### src/rtl/tcbm_pkg.sv
// Shared constants and types for the TCBM device-side port.
// Host code bytes, core command encodings, status values, FSM states.
package tcbm_pkg;

    localparam logic [7:0] CODE_CMD = 8'h81;
    localparam logic [7:0] CODE_WR  = 8'h82;
    localparam logic [7:0] CODE_RD  = 8'h83;
    localparam logic [7:0] CODE_REL = 8'h84;

    localparam logic [1:0] CMD_CMD = 2'd0;
    localparam logic [1:0] CMD_WR  = 2'd1;
    localparam logic [1:0] CMD_RD  = 2'd2;
    localparam logic [1:0] CMD_REL = 2'd3;

    localparam logic [1:0] ST_OK  = 2'd0;
    localparam logic [1:0] ST_EOI = 2'd1;
    localparam logic [1:0] ST_TMO = 2'd2;

    typedef enum logic [2:0] {
        S_IDLE,
        S_CODE,
        S_WAIT_DATA,
        S_RX_HOLD,
        S_TX_WAIT,
        S_TX_HOLD,
        S_TX_END,
        S_IGNORE
    } state_t;

    typedef struct packed {
        logic       ok;
        logic [1:0] cmd;
    } code_t;

    function automatic code_t decode_code(input logic [7:0] b);
        code_t r;
        r.ok  = 1'b0;
        r.cmd = CMD_CMD;
        unique case (1'b1)
            (b == CODE_CMD): begin r.ok = 1'b1; r.cmd = CMD_CMD; end
            (b == CODE_WR):  begin r.ok = 1'b1; r.cmd = CMD_WR;  end
            (b == CODE_RD):  begin r.ok = 1'b1; r.cmd = CMD_RD;  end
            (b == CODE_REL): begin r.ok = 1'b1; r.cmd = CMD_REL; end
            default: ;
        endcase
        return r;
    endfunction

endpackage

### src/rtl/tcbm_device_port_if.sv
// Core-side byte handshake between the TCBM port and the drive controller.
// master = link port, slave = drive core.
interface tcbm_device_port_if;

    logic [1:0] cmd_code;
    logic       rx_valid;
    logic [7:0] rx_data;
    logic       rx_ready;
    logic [1:0] rx_status;
    logic       tx_req;
    logic       tx_valid;
    logic [7:0] tx_data;
    logic [1:0] tx_status;

    modport master (
        output cmd_code, rx_valid, rx_data, tx_req,
        input  rx_ready, rx_status, tx_valid, tx_data, tx_status
    );

    modport slave (
        input  cmd_code, rx_valid, rx_data, tx_req,
        output rx_ready, rx_status, tx_valid, tx_data, tx_status
    );

endinterface

### src/rtl/tcbm_sync.sv
// Multi-flop synchroniser with a selectable reset value.
// DEPTH must be at least 2.
module tcbm_sync #(
    parameter int             W       = 1,
    parameter int             DEPTH   = 2,
    parameter logic [W-1:0]   RST_VAL = '0
) (
    input  logic         clock,
    input  logic         reset,
    input  logic [W-1:0] d,
    output logic [W-1:0] q
);

    logic [W-1:0] ff [DEPTH];

    always_ff @(posedge clock) begin
        if (reset) begin
            for (int i = 0; i < DEPTH; i++) ff[i] <= RST_VAL;
        end else begin
            ff[0] <= d;
            for (int i = 1; i < DEPTH; i++) ff[i] <= ff[i-1];
        end
    end

    assign q = ff[DEPTH-1];

endmodule

### src/rtl/tcbm_device_port.sv
// Device end of the TCBM link: code decode, DAV/ACK handshake,
// one byte per transaction to/from the drive core, host-wait timeout.
module tcbm_device_port
    import tcbm_pkg::*;
#(
    parameter int SYNC_STAGES = 2,
    parameter int TIMEOUT_W   = 16
) (
    input  logic       clock,
    input  logic       reset,
    input  logic [7:0] pa_in,
    output logic [7:0] pa_out,
    output logic       pa_oe,
    output logic [1:0] st_out,
    input  logic       dav_in,
    output logic       ack_out,
    output logic       timeout,
    tcbm_device_port_if.master core
);

    logic       dav_s, dav_q, fall_d, rise_d;
    logic [7:0] pa_s;
    logic       dav_fall, dav_rise, waiting;
    code_t      dec;

    state_t               state, state_n;
    logic [TIMEOUT_W-1:0] cnt, cnt_n;
    logic                 ack_n, pa_oe_n, tmo_n;
    logic                 rx_valid_q, rx_valid_n, tx_req_q, tx_req_n;
    logic [7:0]           pa_out_n, rx_data_q, rx_data_n;
    logic [1:0]           st_n, cmd_q, cmd_n;

    tcbm_sync #(.W(1), .DEPTH(SYNC_STAGES), .RST_VAL(1'b1)) u_dav_sync (
        .clock(clock), .reset(reset), .d(dav_in), .q(dav_s)
    );

    tcbm_sync #(.W(8), .DEPTH(SYNC_STAGES), .RST_VAL(8'hFF)) u_pa_sync (
        .clock(clock), .reset(reset), .d(pa_in), .q(pa_s)
    );

    assign dav_fall = dav_q & ~dav_s;
    assign dav_rise = ~dav_q & dav_s;
    assign dec      = decode_code(pa_s);
    assign waiting  = state inside {S_WAIT_DATA, S_TX_HOLD, S_TX_END, S_IGNORE};

    // Read-phase edges use the delayed strobe so every ACK edge lands
    // the same number of clocks after the host DAV edge.
    always_comb begin
        state_n    = state;
        ack_n      = ack_out;
        pa_oe_n    = pa_oe;
        pa_out_n   = pa_out;
        st_n       = st_out;
        tmo_n      = 1'b0;
        cmd_n      = cmd_q;
        rx_valid_n = rx_valid_q;
        rx_data_n  = rx_data_q;
        tx_req_n   = tx_req_q;
        unique case (state)
            S_IDLE: begin
                ack_n   = 1'b1;
                pa_oe_n = 1'b0;
                if (dav_fall) state_n = S_CODE;
            end
            S_CODE: begin
                if (dec.ok) begin
                    cmd_n   = dec.cmd;
                    ack_n   = 1'b0;
                    state_n = S_WAIT_DATA;
                end else begin
                    state_n = S_IGNORE;
                end
            end
            S_WAIT_DATA: begin
                if (dav_rise) begin
                    if (cmd_q == CMD_RD) begin
                        tx_req_n = 1'b1;
                        state_n  = S_TX_WAIT;
                    end else begin
                        rx_data_n  = (cmd_q == CMD_REL) ? 8'h00 : pa_s;
                        rx_valid_n = 1'b1;
                        state_n    = S_RX_HOLD;
                    end
                end
            end
            S_RX_HOLD: begin
                if (core.rx_ready) begin
                    st_n       = core.rx_status;
                    rx_valid_n = 1'b0;
                    ack_n      = 1'b1;
                    state_n    = S_IDLE;
                end
            end
            S_TX_WAIT: begin
                if (core.tx_valid) begin
                    pa_out_n = core.tx_data;
                    pa_oe_n  = 1'b1;
                    st_n     = core.tx_status;
                    tx_req_n = 1'b0;
                    state_n  = S_TX_HOLD;
                end
            end
            S_TX_HOLD: begin
                if (!ack_out) begin
                    ack_n = 1'b1;
                end else if (fall_d) begin
                    pa_oe_n = 1'b0;
                    ack_n   = 1'b0;
                    state_n = S_TX_END;
                end
            end
            S_TX_END: begin
                if (rise_d) begin
                    ack_n   = 1'b1;
                    state_n = S_IDLE;
                end
            end
            S_IGNORE: begin
                if (dav_s) state_n = S_IDLE;
            end
            default: state_n = S_IDLE;
        endcase
        if (waiting && cnt == '1) begin
            tmo_n      = 1'b1;
            pa_oe_n    = 1'b0;
            ack_n      = 1'b1;
            rx_valid_n = 1'b0;
            tx_req_n   = 1'b0;
            state_n    = S_IDLE;
        end
        if (state_n != state) cnt_n = '0;
        else if (waiting)     cnt_n = cnt + 1'b1;
        else                  cnt_n = cnt;
    end

    always_ff @(posedge clock) begin
        if (reset) begin
            state      <= S_IDLE;
            cnt        <= '0;
            dav_q      <= 1'b1;
            fall_d     <= 1'b0;
            rise_d     <= 1'b0;
            ack_out    <= 1'b1;
            pa_oe      <= 1'b0;
            pa_out     <= 8'h00;
            st_out     <= ST_OK;
            timeout    <= 1'b0;
            cmd_q      <= CMD_CMD;
            rx_valid_q <= 1'b0;
            rx_data_q  <= 8'h00;
            tx_req_q   <= 1'b0;
        end else begin
            state      <= state_n;
            cnt        <= cnt_n;
            dav_q      <= dav_s;
            fall_d     <= dav_fall;
            rise_d     <= dav_rise;
            ack_out    <= ack_n;
            pa_oe      <= pa_oe_n;
            pa_out     <= pa_out_n;
            st_out     <= st_n;
            timeout    <= tmo_n;
            cmd_q      <= cmd_n;
            rx_valid_q <= rx_valid_n;
            rx_data_q  <= rx_data_n;
            tx_req_q   <= tx_req_n;
        end
    end

    assign core.cmd_code = cmd_q;
    assign core.rx_valid = rx_valid_q;
    assign core.rx_data  = rx_data_q;
    assign core.tx_req   = tx_req_q;

endmodule

### src/flat_wrapper.sv
// flat-port wrapper written by rule: the top's interface ports become plain ports
module tcbm_device_port_flat import tcbm_pkg::*;
#(
    parameter int SYNC_STAGES = 2,
    parameter int TIMEOUT_W   = 16
)
  (clock, reset, pa_in, pa_out, pa_oe, st_out, dav_in, ack_out, timeout, core_cmd_code, core_rx_valid, core_rx_data, core_tx_req, core_rx_ready, core_rx_status, core_tx_valid, core_tx_data, core_tx_status);
  tcbm_device_port_if core_i ();
  input  logic clock;
  input  logic reset;
  input  logic [7:0] pa_in;
  output logic [7:0] pa_out;
  output logic pa_oe;
  output logic [1:0] st_out;
  input  logic dav_in;
  output logic ack_out;
  output logic timeout;
  output wire logic [$bits(core_i.cmd_code)-1:0] core_cmd_code;
  output wire logic [$bits(core_i.rx_valid)-1:0] core_rx_valid;
  output wire logic [$bits(core_i.rx_data)-1:0] core_rx_data;
  output wire logic [$bits(core_i.tx_req)-1:0] core_tx_req;
  input wire logic [$bits(core_i.rx_ready)-1:0] core_rx_ready;
  input wire logic [$bits(core_i.rx_status)-1:0] core_rx_status;
  input wire logic [$bits(core_i.tx_valid)-1:0] core_tx_valid;
  input wire logic [$bits(core_i.tx_data)-1:0] core_tx_data;
  input wire logic [$bits(core_i.tx_status)-1:0] core_tx_status;
  assign core_cmd_code = core_i.cmd_code;
  assign core_rx_valid = core_i.rx_valid;
  assign core_rx_data = core_i.rx_data;
  assign core_tx_req = core_i.tx_req;
  assign core_i.rx_ready = core_rx_ready;
  assign core_i.rx_status = core_rx_status;
  assign core_i.tx_valid = core_tx_valid;
  assign core_i.tx_data = core_tx_data;
  assign core_i.tx_status = core_tx_status;
  tcbm_device_port #(.SYNC_STAGES(SYNC_STAGES), .TIMEOUT_W(TIMEOUT_W)) u_core (.clock(clock), .reset(reset), .pa_in(pa_in), .pa_out(pa_out), .pa_oe(pa_oe), .st_out(st_out), .dav_in(dav_in), .ack_out(ack_out), .timeout(timeout), .core(core_i));
endmodule
### config.mk
export PLATFORM = sky130hd
export DESIGN_NAME = tcbm_device_port_flat
export DESIGN_NICKNAME = d
export VERILOG_FILES = /design/src/rtl/tcbm_pkg.sv /design/src/rtl/tcbm_device_port_if.sv /design/src/rtl/tcbm_sync.sv /design/src/rtl/tcbm_device_port.sv /design/src/flat_wrapper.sv
export SDC_FILE = /design/constraint.sdc
export NUM_CORES = 1
export LEC_CHECK = 0
export CAP_MARGIN = 20
export CORE_ASPECT_RATIO = 1.25
export CORE_UTILIZATION = 52
export CTS_CLUSTER_SIZE = 10
export DETAILED_ROUTE_END_ITERATION = 8
export PLACE_DENSITY = 0.79
export SLEW_MARGIN = 20
export SYNTH_ARGS = -nofsm -noshare
export SYNTH_HDL_FRONTEND = slang
export SYNTH_SLANG_ARGS = --single-unit
### constraint.sdc
create_clock -name clock -period 2.3 [get_ports clock]
set_input_delay 0.345 -clock clock [delete_from_list [all_inputs] [get_ports clock]]
set_output_delay 0.345 -clock clock [all_outputs]
set_load 0.03 [all_outputs]
# Word level (Yosys, flattened, before mapping)
# Memory sizes are Yosys's and may differ from the RTL's.
# Cells that the tools add are included.
# word_totals
ff_bits,47
latch_bits,0
mem_bits_rw,18
romBits,0
input_bits,25
output_inout_bits,25
word_cells,111
mem_count,2
# mem_list
name,words,word_bits,read_ports,rd_clocked_by_memory_dff,write_ports,line,rtl
u_core.u_pa_sync.ff,2,8,2,0,2,tcbm_sync.sv:14,logic [W-1:0] ff [DEPTH];
u_core.u_dav_sync.ff,2,1,2,0,2,tcbm_sync.sv:14,
# classes
n_addsub,1
mul,0
div_mod_pow,0
n_lt_le_gt_ge,0
eq_ne,24
shifts,0
mux,43
bitwise_logic,9
n_reduce_logical,18
# op_table
op,count
two-way mux 3 bit,11
equality test 8 bit (second input constant),4
two-way mux 8 bit,3
one-hot mux 3 bit (8 select lines),1
two-way mux 1 bit,20
adder 16 x 1 -> 16 bit (second input constant),1
equality test 16 bit (second input constant),1
AND reduction 4 bit,4
equality test 3 bit (second input constant),4
one-hot mux 3 bit (4 select lines),1
!= test 2 x 1 -> 1 bit (second input constant),5
!= test 2 bit (second input constant),4
equality test 3 x 2 -> 1 bit (second input constant),2
AND reduction 3 bit,2
nonzero test 2 bit,3
one-hot mux 1 bit (5 select lines),1
nonzero test 5 bit,1
equality test 2 bit (second input constant),2
two-way mux 2 bit,2
bitwise OR 1 bit,4
one-hot mux 1 bit (2 select lines),2
one-hot mux 2 bit (2 select lines),1
AND reduction 2 bit,2
nonzero test 4 bit,1
9 further kinds,13

# Depth between registers and ports, before layout
# depth
word_depth,7
mapped_depth,8

# Cells and area by module
# Synthesis repeated with hierarchy kept, for this count alone.
# hier_totals
cells_unflattened,315
hier_area_um2,2805.2
# modules_own_cells
module,n_inst,cells_per_inst,area_per_inst_um2,seq_area_each_um2
tcbm_device_port,1,270,2260.9,940.9
tcbm_sync (u_core.u_pa_sync),1,41,491.7,320.3
tcbm_sync (u_core.u_dav_sync),1,4,52.6,40.0

# Worst setup path before layout
# No wires, ideal clock.
# synth_path
kind,register -> register
from,"register u_core.cmd_q[0], in the netlist u_core.core.cmd_code[0]"
to,register u_core.cnt[0]
setup_time_ns,0.116
arrival_ns,1.634
setup_slack_ns,0.550
stages_incl_launch_ff,7
period_less_slack_ns,1.750
path_cell_list,dfxtp_1 > nand2b_1 > nand3_4 > and3_4 > nor4_4 > buf_6 > nor3_1
# synth_via
elab_chain_cells,7
# synth_lines
item,line,rtl
from (decl),tcbm_device_port.sv:31,"logic [1:0] st_n, cmd_q, cmd_n;"
from (signal assigned),tcbm_device_port.sv:163,cmd_q <= cmd_n;
equality test 2 bit,tcbm_device_port.sv:76,if (cmd_q == CMD_RD) begin
two-way mux 3 bit,tcbm_device_port.sv:76,
two-way mux 3 bit,tcbm_device_port.sv:75,if (dav_rise) begin
one-hot mux 3 bit (8 select lines),tcbm_device_port.sv:59,unique case (state)
two-way mux 3 bit,tcbm_device_port.sv:123,if (waiting && cnt == '1) begin
!= test 3 bit,tcbm_device_port.sv:131,if (state_n != state) cnt_n = '0;
OR reduction 2 bit (no line),--,
to (signal assigned),tcbm_device_port.sv:154,cnt <= cnt_n;
to (decl),tcbm_device_port.sv:27,"logic [TIMEOUT_W-1:0] cnt, cnt_n;"
# Every way passes these cells.
# A chain may end at the register's enable or synchronous reset.

# Worst setup path in the final report
# layout_path
from,register u_core.state[0]
to,register u_core.cnt[14]
# layout_via
elab_chain_cells,6
word_cells_on_any_way,22
# layout_lines
item,line,rtl
from (decl),tcbm_device_port.sv:26,"state_t state, state_n;"
from (signal assigned),tcbm_device_port.sv:153,state <= state_n;
two-way mux 3 bit (tied with other cells),tcbm_device_port.sv:106,end else if (fall_d) begin
two-way mux 3 bit / nonzero test 4 bit (equally long branches),"tcbm_device_port.sv:104, tcbm_device_port.sv:44",
one-hot mux 3 bit (8 select lines) / logical AND 1 bit (equally long branches),"tcbm_device_port.sv:59, tcbm_device_port.sv:123",
two-way mux 3 bit,tcbm_device_port.sv:123,
!= test 3 bit,tcbm_device_port.sv:131,
OR reduction 2 bit (no line),--,
# Parallel ways exist; a longest one is shown, timed or not.

==> results.cfg <==
[clock_tree]
cts_buffer_depth = 2
cts_htree_levels = 3
clkTransAtPathRegs_ps = 70
clkSinkCount = 65
postCtsHoldBufs = 0
clk_latency_ps = 330
cts_buffers = 9
cts-resized-gates = 0
cts_tree = done
post_cts_buffers = 0
cts-root-buf = clkbuf_8

[worst_setup_path]
cp_slowest_cell = dfxtp_1
critPathTopFamily = compound AO/OA/AOI/OAI gates
path_cells = buf_4 -> mux2i_2 -> nor4_2 -> a21oi_1 -> o311ai_4 -> nor3_1
r2r_start = u_core.state[0]
worst-path-stages = 6
critPathBufInv = 1
slowest_delay_ps = 460
r2r_end = u_core.cnt[14]
ff2ff_path_depth = 6
cp-end-kind = flip-flop
crit_path_start = u_core.state[0]
crit_end = u_core.cnt[14]
path_class = reg2reg
r2r_setup_slack_ps = 260
cp-start-kind = flip-flop
cp.arrival_ps = 2290
cp_max_fo = 16
required_ps = 2550

[routing]
drt_pre_antenna_iters = 4
wire_per_inst_um = 12.9
vias = 2300
drc = 0
drtIter0Drc = 108
totalWireLength_mm = 5.53
ant_nets = 0
avgViaCountPerCell = 5.36

[synth]
synth-simple-area-share = 0.308
synth_compound_area_frac = 0.0909
synth_top_family_by_area = simple AND/OR/NAND/NOR gates
ys.flop_type = dfxtp_1
synth_area_leaders = dfxtp_1 (47%), nand2_1 (5.9%), a21oi_1 (4.9%)
syn-cell-area_um2 = 2740
yosys_warnings = 0
synth-adder-area-share = 0.00457
synth_seq_area_share = 0.475
muxShareOfSynthArea = 0.0333
synth.distinct_cells = 49
ys_seq_elements = 65
netlist.area_leader.share = 0.475
synth_top_area_cell = dfxtp_1
synth-edff-count = 0
syn_inst = 304
synth_fp_nets = 330
synthArstFlopShare = 0
synth_xor_area_frac = 0.0479
synth_area_per_cell_um2 = 9.01

[sta]
hold_violations = 0
worst_pin_slew_ps = 739
slew_violations = 0
relSlewSlack = 0.506
clock_skew_ps = 6.79
setup_slack_ps = 260
rsz0062_at_grt = false
min_period_ps = 2040
setup_violations = 0
finalSetupTns_ps = 0
max_freq_ghz = 0.490
finalCritPeriodShare = 0.887

[cells_and_area]
num-nets-final = 388
drive_gt1_frac = 0.172
utilization = 0.694
fill_cells = 404
antenna_cells = 0
finalInstanceArea_um2 = 3520
area_growth_pct = 28.6

[power]
cellPowerDensity_nw_per_um2 = 966
total_power_uw = 3410
max-vdd-ir-drop_uv = 564
p_leak_uw = 0.00122

[die]
core_area_um2 = 5080
initial_core_util = 0.539
fp.dieW_um = 66.9
placementRows = 29
pin_count = 50
die_y_um = 83.2
die_area_um2 = 5570

[global_routing]
grt.total_usage = 0.216
overflow = 0
grt_pass1_vias = 2229
grt_max_degree = 44
antenna_found_initial = 0
grt_pass1_wl_mm = 9.25

[worst_hold_path]
min_path_type = reg2reg
min_from = u_core.u_pa_sync.ff[0][3]

[placement]
portBuffers = 49
dp_slack_ps = -17.1
dpl.hpwl_mm = 3.80
placed_area_um2 = 3320
finalWeightedCongestion = 0.897

[status]
status = completed

[job]
maxCapViolations = 0
registers in the layout (all words and copies together), names as in the netlist, 2 cells and up:
name                  flops
u_core.cnt               16
u_core.u_pa_sync.ff      16
u_core.core.rx_data       8
u_core.pa_out             8
u_core.state              3
u_core.core.cmd_code      2
u_core.st_out             2
u_core.u_dav_sync.ff      2
metrics by stage:
stage,hold WS (ps),cells
2_1_floorplan,389,304
6_report,408,429
4_1_cts,409,429
3_5_place_dp,394,413
5_1_grt,423,429
3_3_place_gp,391,413
power by group:
group | total [uW] | switching, uW | internal [uW]
combinational | 1170 | 670 | 496
clock | 947 | 421 | 526
sequential | 1290 | 82.2 | 1210
total | 3410 | 1170 | 2230
worst reg2reg max path, stage by stage, from the launching register on:
cell,delay [ps]
dfxtp_1,460
buf_4,220
mux2i_2,360
nor4_2,110
a21oi_1,260
o311ai_4,290
nor3_1,250
Yosys cell counts, drive strengths merged, types with 6 or more instances:
cell	instances
nor2	15
o21ai	6
or2	21
nand2	43
clkbuf	8
xor2	9
nor4	6
xnor2	6
nand3	16
a21oi	27
nor3	21
nand4	7
dfxtp	65
buf	8
cell type report:
class	instances	area, um2	share of cell area
Multi-Input combinational cell	219	1340	0.380
Sequential cell	65	1300	0.369
Timing Repair Buffer	63	596	0.169
Clock buffer	11	141	0.0401
Tap cell	62	77.6	0.0220
Clock inverter	5	55.1	0.0156
Inverter	4	15.0	0.00426
cell usage in the layout, fill, tap and decap left out, types with 2 or more instances in the layout:
cell and instances:
a21oi_1 27, a31oi_1 2, and3_1 3, buf_4 14
clkbuf_8 10, clkdlybuf4s50_1 49, clkinv_2 2, clkinvlp_4 2
dfxtp_1 65, inv_1 4, mux2_2 2, mux2i_1 4
nand2_1 43, nand2b_1 4, nand3_1 15, nand4_1 7
nor2_1 15, nor2b_1 3, nor3_1 19, nor3_2 2
nor3b_1 3, nor4_1 3, nor4_2 2, o21ai_0 5
or2_2 20, or3_1 2, xnor2_1 6, xor2_1 9
cells by family (layout without fill, tap and decap cells):
family                   after synthesis  count (layout)
XOR/XNOR                              15              15
flip-flops                            65              65
AND/OR/NAND/NOR                      152             152
multiplexers                           8               8
AO/OA/AOI/OAI                         43              43
buffers and inverters                 20              83
adder cells (fa/ha/maj)                1               1
metal layers:
| metal | track usage | wire length, um | vias up |
|---|---|---|---|
| li1 | - | - | 1164 |
| met1 | 0.261 | 2520 | 1064 |
| met2 | 0.354 | 2630 | 61 |
| met3 | 0.0577 | 271 | 11 |
| met4 | 0.0870 | 106 | 0 |
| met5 | 0 | 0 | - |
worst min path at each step:
stage	endpoint	slack [ps]	cells past startpoint
4_1_cts	u_core.u_pa_sync.ff[0][11]	410	1
5_1_grt	u_core.u_dav_sync.ff[0][1]	420	1
3_5_place_dp	u_core.u_pa_sync.ff[0][11]	390	1
3_3_place_gp	u_core.u_pa_sync.ff[0][14]	390	1
2_1_floorplan	u_core.u_dav_sync.ff[0][1]	390	1
6_report	u_core.u_pa_sync.ff[0][11]	410	1
No activity file was read; power rests on OpenSTA's default activity.
==> RTL change (same settings) <==
`TIMEOUT_W` is set to 16 in 2 places; all go to 14.
--- a/src/rtl/tcbm_device_port.sv
+++ b/src/rtl/tcbm_device_port.sv
@@ -5,5 +5,5 @@
 #(
     parameter int SYNC_STAGES = 2,
-    parameter int TIMEOUT_W   = 16
+    parameter int TIMEOUT_W   = 14
 ) (
     input  logic       clock,
--- a/src/flat_wrapper.sv
+++ b/src/flat_wrapper.sv
@@ -3,5 +3,5 @@
 #(
     parameter int SYNC_STAGES = 2,
-    parameter int TIMEOUT_W   = 16
+    parameter int TIMEOUT_W   = 14
 )
   (clock, reset, pa_in, pa_out, pa_oe, st_out, dav_in, ack_out, timeout, core_cmd_code, core_rx_valid, core_rx_data, core_tx_req, core_rx_ready, core_rx_status, core_tx_valid, core_tx_data, core_tx_status);
Behaviour: no difference found for any inputs over 10 cycles, from zero or initial values and one cycle with reset high; that may be too few to reach the edited logic, so the function may still have changed.
==> RTL change against the unedited design <==
Design area decreased by 3.4%; hold slack got worse by 0.00051 ns; routed wire length decreased by 0.29%; worst setup slack got worse by 0.051 ns; sequential cell count decreased by 2; final cell count decreased by 7.9%; sequential power decreased by 5%; area after synthesis decreased by 2.6%; clock power decreased by 1%; power decreased by 11%.
==> RTL change: results (changes against the unedited design) <==
Int Pwr 2.04 mW (-8.8%); Cells after DPL 379 (-8.2%); largest registers u_core.u_pa_sync.ff: 16 flops, u_core.cnt: 14 flops; Synth Area in Adders 0.00469 (+0.000124); Net count, final 356 (-8.2%); vias 2120 (-7.8%); RePlAce Congestion 0.942 (+4.9%); register area share after synthesis 0.473 (-0.00209); maximum vdd drop 491 uV (-13%); outcome finished, final reports clean; DRT iter0 DRCs 114 (+5.6%); largest net degree at the start of global routing 42 (-4.5%); Synthesized Nets 301 (-8.8%); post-DP HPWL 3870 um (+1.8%); Filler cells 383 (-5.2%); Critical Path Fanout Max 14 (-2); count of cell types in the netlist 51 (+4.1%); post-synthesis mux area share 0.0291 (-0.00425); Clk power 937 uW (-1%); most common library cells after synthesis 63 x dfxtp_1, 32 x nand2_1, 19 x or2_2; crit-path leading delay family simple AND/OR/NAND/NOR gates; P_leak 1.25 nW (+3.0%); total global-route track usage 0.223 (+0.00710); xor/xnor share of the synthesized area 0.0492 (+0.00130); DR WL/cell 13.9 um (+8.3%)
RTL change: cell types whose count changed in the layout (fill, tap and decap cells not counted), moves of 5 or more:
cell,unedited run,this run
a21oi_1,27,13
nand2_1,43,32
a211oi_2,0,10
nand3_1,15,5
nor3_1,19,10
a22oi_1,1,8
nand4_1,7,1
a211oi_1,1,6
RTL change: worst paths after layout:
| check | from | end | slack (ns) |
|---|---|---|---|
| setup / recovery | u_core.state[1]$_SDFF_PP0_ | u_core.cnt[3]$_SDFFE_PP0P_ | 0.21 |
| hold / removal | u_core.u_pa_sync.ff[0][3]$_SDFF_PP1_ | u_core.u_pa_sync.ff[0][11]$_SDFF_PP1_ | 0.41 |
| setup reg to reg | u_core.state[1]$_SDFF_PP0_ | u_core.cnt[3]$_SDFFE_PP0P_ | 0.21 |
| hold reg to reg | u_core.u_pa_sync.ff[0][3]$_SDFF_PP1_ | u_core.u_pa_sync.ff[0][11]$_SDFF_PP1_ | 0.41 |
RTL change: layer usage:
metal,track usage,up-vias,share of wire
met5,0,-,0
met4,0.126,0,0.027
met3,0.0569,12,0.047
met2,0.388,69,0.50
met1,0.244,963,0.43
li1,-,1076,-
RTL change: final cells by class:
class,count,area share
tap,60,0.0220
inverter,4,0.00441
multi-input combinational,193,0.379
timing repair buffer,59,0.166
sequential,63,0.370
clock buffer,10,0.0404
clock inverter,6,0.0176
RTL change: per-stage QoR:
| step | setup WS, ns | power (mW) | area (sq um) |
|---|---|---|---|
| final | 0.210 | 3.02 | 3410 |
| after floorplan | 0.452 | 1.89 | 2670 |
| after global placement | 0.265 | 2.09 | 3210 |
| after global routing | 0.123 | 3.17 | 3410 |
| after CTS | 0.210 | 3.05 | 3410 |
| after detailed placement | 0.228 | 2.10 | 3210 |
